--- config.mk ---
export PLATFORM = sky130hd
export DESIGN_NAME = irq_pending_encoder
export DESIGN_NICKNAME = d
export VERILOG_FILES = /design/src/rtl/irq_enc_pkg.sv /design/src/rtl/prio_idx_enc.sv /design/src/rtl/irq_pending_encoder.sv
export SDC_FILE = /design/constraint.sdc
export NUM_CORES = 1
export LEC_CHECK = 0
export ABC_AREA = 1
export CAP_MARGIN = 25
export CORE_MARGIN = 5
export CORE_UTILIZATION = 35
export DETAILED_ROUTE_END_ITERATION = 6
export GPL_TIMING_DRIVEN = 0
export PLACE_DENSITY = 0.72
export SYNTH_ARGS = -nofsm -noshare
export SYNTH_HDL_FRONTEND = slang
export SYNTH_SLANG_ARGS = --single-unit
--- constraint.sdc ---
create_clock -name clk -period 1.3 [get_ports clk]
set_input_delay 0.26 -clock clk [delete_from_list [all_inputs] [get_ports clk]]
set_output_delay 0.26 -clock clk [all_outputs]
set_load 0.05 [all_outputs]
--- src/rtl/irq_enc_pkg.sv ---
// Shared constants, FSM state type and helpers for the irq pending encoder.
// The optional lost counter width lives here as well (see IRQ_PENDING_LOST_CNT_EN).
package irq_enc_pkg;

    localparam int N          = 8;
    localparam int IDXW       = $clog2(N);
    localparam int LOST_CNT_W = 8;

    typedef enum logic {
        IDLE    = 1'b0,
        PRESENT = 1'b1
    } state_t;

    function automatic logic [N-1:0] idx2onehot(input logic [IDXW-1:0] idx);
        return N'(1) << idx;
    endfunction

endpackage

--- src/rtl/prio_idx_enc.sv ---
// Combinational priority encoder: reports whether any bit is set and the
// index of the highest set bit (bit N-1 has highest priority).
module prio_idx_enc
    import irq_enc_pkg::*;
(
    input  logic [N-1:0]    vec,
    output logic            any,
    output logic [IDXW-1:0] idx
);

    always_comb begin
        any = |vec;
        idx = '0;
        // Ascending scan so the last (highest) set bit wins.
        for (int i = 0; i < N; i++) begin
            if (vec[i]) idx = IDXW'(i);
        end
    end

endmodule

--- src/rtl/irq_pending_encoder.sv ---
// Edge-captured pending register with mask, presenting the highest unmasked
// pending index over valid/ready. Define IRQ_PENDING_LOST_CNT_EN for lost_cnt/lost_clr.
module irq_pending_encoder
    import irq_enc_pkg::*;
(
    input  logic                  clk,
    input  logic                  rst_n,
    input  logic                  en,
    input  logic [N-1:0]          req,
    input  logic [N-1:0]          mask,
    output logic                  irq_valid,
    input  logic                  irq_ready,
    output logic [IDXW-1:0]       irq_idx,
    output logic [N-1:0]          pending,
`ifdef IRQ_PENDING_LOST_CNT_EN
    input  logic                  lost_clr,
    output logic [LOST_CNT_W-1:0] lost_cnt,
`endif
    output logic                  lost
);

    state_t          state;
    logic [N-1:0]    req_q;
    logic [N-1:0]    rise;
    logic [N-1:0]    clr;
    logic [N-1:0]    elig;
    logic            elig_any;
    logic [IDXW-1:0] elig_idx;
    logic            hs;
    logic            lost_nxt;

    assign rise     = req & ~req_q;
    assign hs       = (state == PRESENT) & irq_valid & irq_ready;
    assign clr      = hs ? idx2onehot(irq_idx) : '0;
    assign elig     = pending & mask;
    // A rise on the bit being cleared re-arms it and is not counted as lost.
    assign lost_nxt = en & |(rise & pending & ~clr);

    prio_idx_enc u_enc (
        .vec (elig),
        .any (elig_any),
        .idx (elig_idx)
    );

    always_ff @(posedge clk or negedge rst_n) begin
        if (!rst_n) begin
            req_q     <= '0;
            pending   <= '0;
            lost      <= 1'b0;
            irq_valid <= 1'b0;
            irq_idx   <= '0;
            state     <= IDLE;
        end else begin
            req_q   <= req;
            pending <= en ? ((pending & ~clr) | rise) : (pending & ~clr);
            lost    <= lost_nxt;
            case (state)
                IDLE: begin
                    if (en && elig_any) begin
                        irq_idx   <= elig_idx;
                        irq_valid <= 1'b1;
                        state     <= PRESENT;
                    end else begin
                        irq_idx   <= '0;
                        irq_valid <= 1'b0;
                    end
                end
                PRESENT: begin
                    // Index is frozen until accepted; mask/en changes are ignored here.
                    if (hs) begin
                        irq_idx   <= '0;
                        irq_valid <= 1'b0;
                        state     <= IDLE;
                    end
                end
                default: begin
                    irq_idx   <= '0;
                    irq_valid <= 1'b0;
                    state     <= IDLE;
                end
            endcase
        end
    end

`ifdef IRQ_PENDING_LOST_CNT_EN
    always_ff @(posedge clk or negedge rst_n) begin
        if (!rst_n) begin
            lost_cnt <= '0;
        end else if (lost_clr) begin
            lost_cnt <= '0;
        end else if (lost_nxt && (lost_cnt != {LOST_CNT_W{1'b1}})) begin
            lost_cnt <= lost_cnt + 1'b1;
        end
    end
`endif

endmodule

==> results.sh <==
export IMPL_antenna_left=0
export IMPL_cp_cell_sequence="buf_4"
export IMPL_grt_max_degree=23
export IMPL_grt_pass1_vias=962
export IMPL_min_to="irq_valid"
export IMPL_regToRegSetupSlack_ns=0.10
export IMPL_clockRootBuffer="clkbuf_4"
export IMPL_wirelength_um=2480
export IMPL_max_clock_path_buffers=2
export IMPL_finClkSkew_ns=0.00170
export IMPL_period_minus_slack_ns=1.27
export IMPL_synth_distinct_cells=16
export IMPL_hold_buffers=0
export IMPL_hold_depth=2
export IMPL_tightest_slew_ns=0.548
export IMPL_syn_inst=147
export IMPL_drive_above_1_share_pct=27.0
export IMPL_cts_buffers_inserted=3
export IMPL_hold_viol=0
export IMPL_cp_slowest_cell="dfrtp_2"
export IMPL_critPathBufInv=1
export IMPL_synth_area_leaders="dfrtp_1 50%, nand2_1 19%, inv_1 6.5%, nor2_1 5.5%, o21ai_1 5.0%"
export IMPL_placed_area_mm2=0.00148
export IMPL_antenna_cells=0
export IMPL_die_y_um=65.8
export IMPL_dieWidth_um=65.8
export IMPL_report_power_total_w=0.00282
export IMPL_io_pins=33
export IMPL_syn_area_per_cell_um2=7.42
export IMPL_clkLatencyLatePin_ns=0.31
export IMPL_drt_vias_per_instance=4.41
export IMPL_vias=1011
export IMPL_drt_pass1_iter_count=6
export IMPL_ir_worst_vdd_mv=0.805
export IMPL_synth_top_area_share_pct=50.5
export IMPL_path_max_fanout=8
export IMPL_status="finished clean"
export IMPL_fin_area_mm2=0.00155
export IMPL_cts_tree="built"
export IMPL_critPathCaptureType="output pin"
export IMPL_dpl_hpwl_um=1880
export IMPL_relSlewSlack_pct=63.3
export IMPL_critPathRequiredTime_ns=1.04
export IMPL_drt_wirelength_per_cell_um=10.8
export IMPL_cpLargestDelayFamily="flip-flops"
export IMPL_clk_pin_slew_ns=0.12
export IMPL_grt_use_total_pct=12.1
export IMPL_setup_viol=0
export IMPL_num_fill_cells=295
export IMPL_min_period_over_period_pct=97.7
export IMPL_yosysWarnings=0
export IMPL_hp_class="in -> reg"
export IMPL_synthesis_nets=167
export IMPL_reg2reg_depth=8
export IMPL_gp_congestion=0.788
export IMPL_setup_ws_ns=0.0304
export IMPL_antenna_found_initial=0
export IMPL_synth_ff_latch_count=22
export IMPL_final_max_slew_viol_count=0
export IMPL_p_leak_nw=0.835
export IMPL_portBuffers=32
export IMPL_synth_area_leader_cell="dfrtp_1"
export IMPL_hold_start="irq_ready"
export IMPL_fin_setup_tns_ns=0
export IMPL_final_nets=206
export IMPL_mostFrequentLayoutCells="49 x nand2_1, 19 x inv_1, 18 x clkdlybuf4s50_1"
export IMPL_globalRouteOverflowTotal=0
export IMPL_clock_sinks=22
export IMPL_coreArea_mm2=0.00303
export IMPL_cp_arrival_ns=1.01
export IMPL_core_rowCount=20
export IMPL_drc=0
export IMPL_maxCapViolCount=0
export IMPL_fp_dieArea_mm2=0.00433
export IMPL_max_stage_delay_ns=0.49
export IMPL_htreeDepth=1
export IMPL_grt_pass1_wl_um=4060
export IMPL_r2r_start="pending[7]"
export IMPL_power_density_mw_per_mm2=1820
export IMPL_critPathLaunchType="flip-flop"
export IMPL_rsz0062_at_grt="yes"
export IMPL_final_common_cell="nand2_1"
export IMPL_area_delta_synth_final_pct=42.4
export IMPL_start_util_pct=36.0
export IMPL_initialDrtViolationCount=19
export IMPL_syn_area_mm2=0.00109
export IMPL_timing_rr_end="irq_idx[0]"
export IMPL_synth_seq_area_share_pct=50.5
export IMPL_path_class="reg -> out"
export IMPL_dpl_worst_slack_ns=-0.294
export IMPL_fmax_ghz=0.788
[worst max-delay path by stage]
| stage | startpoint | endpoint | slack, ns | depth (start not counted) |
|---|---|---|---|---|
| after detailed placement | rst_n | irq_valid | -0.29 | 1 |
| after global placement | irq_ready | lost | -0.26 | 6 |
| after CTS | pending[0] | pending[0] | 0.003 | 1 |
| after floorplan | pending[1] | irq_idx[0] | 0.04 | 6 |
| after global routing | irq_idx[0] | lost | -0.02 | 8 |
| final | irq_idx[1] | irq_idx[1] | 0.03 | 1 |
[metal layers]
layer | GRT usage, % | routed length (µm)
met2 | 21.7 | 1320
met1 | 13.7 | 1020
met3 | 3.23 | 141
met4 | 3.89 | 0
met5 | 0 | 0
[cell type report]
class / count / area [µm²] / area share, %
Clock buffer: 3 / 22.5 / 1.45
Clock inverter: 1 / 30.0 / 1.93
Inverter: 24 / 90.1 / 5.80
Multi-Input combinational cell: 101 / 493 / 31.7
Sequential cell: 22 / 563 / 36.2
Tap cell: 44 / 55.1 / 3.54
Timing Repair Buffer: 34 / 300 / 19.3
[timing repair]
item,4_1_cts,5_1_grt
setup endpoints to repair,13,7
endpoints found under the hold margin,0,0
buffers inserted,0,1
gates resized for setup,69,18
pin swaps,0,6
[sequential cells by signal, summed over array words and instances, names as in the netlist]
signal	count
state	1
lost	1
irq_valid	1
irq_idx	3
req_q	8
pending	8
[Yosys cell counts]
master,n
a21oi_1,1
dfrtp_1,22
inv_1,19
inv_2,5
nand2_1,56
nand2_2,2
nand3_1,4
nand3_2,1
nor2_1,16
nor2_2,1
nor2_8,1
nor3_2,1
o21ai_0,4
o21ai_1,11
o21ai_2,1
o22ai_1,2
[through the flow]
stage | hold WS (ns) | utilization (%) | std cells
after global routing | 0.300 | 51.3 | 229
after global placement | 0.495 | 48.8 | 223
after CTS | 0.393 | 48.8 | 227
final | 0.275 | 51.3 | 229
after floorplan | -0.0356 | - | 147
after detailed placement | 0.508 | 48.8 | 223
[cell families after synthesis]
group           share of synthesized area (%)
compound gates                           9.29
buf+inv                                  8.26
flops                                    50.5
simple gates                             32.0
[worst reg2reg max path: stages, from the launching register on]
cell and delay (ns):
dfrtp_2 0.45, nand2_2 0.10, nand2_2 0.06, inv_2 0.07
nand2_4 0.06, nor3_4 0.20, nor2_2 0.08, nand2_1 0.06
nand2_1 0.05
[power breakdown]
part           leakage (nW)  total (W)  internal [W]  switching, W
logic                 0.573    0.00124      0.000397      0.000847
registers             0.234    0.00105      0.000846      0.000208
clock network        0.0279   0.000526      0.000312      0.000214
total                 0.835    0.00282       0.00155       0.00127
(Power assumes the default switching activity.)
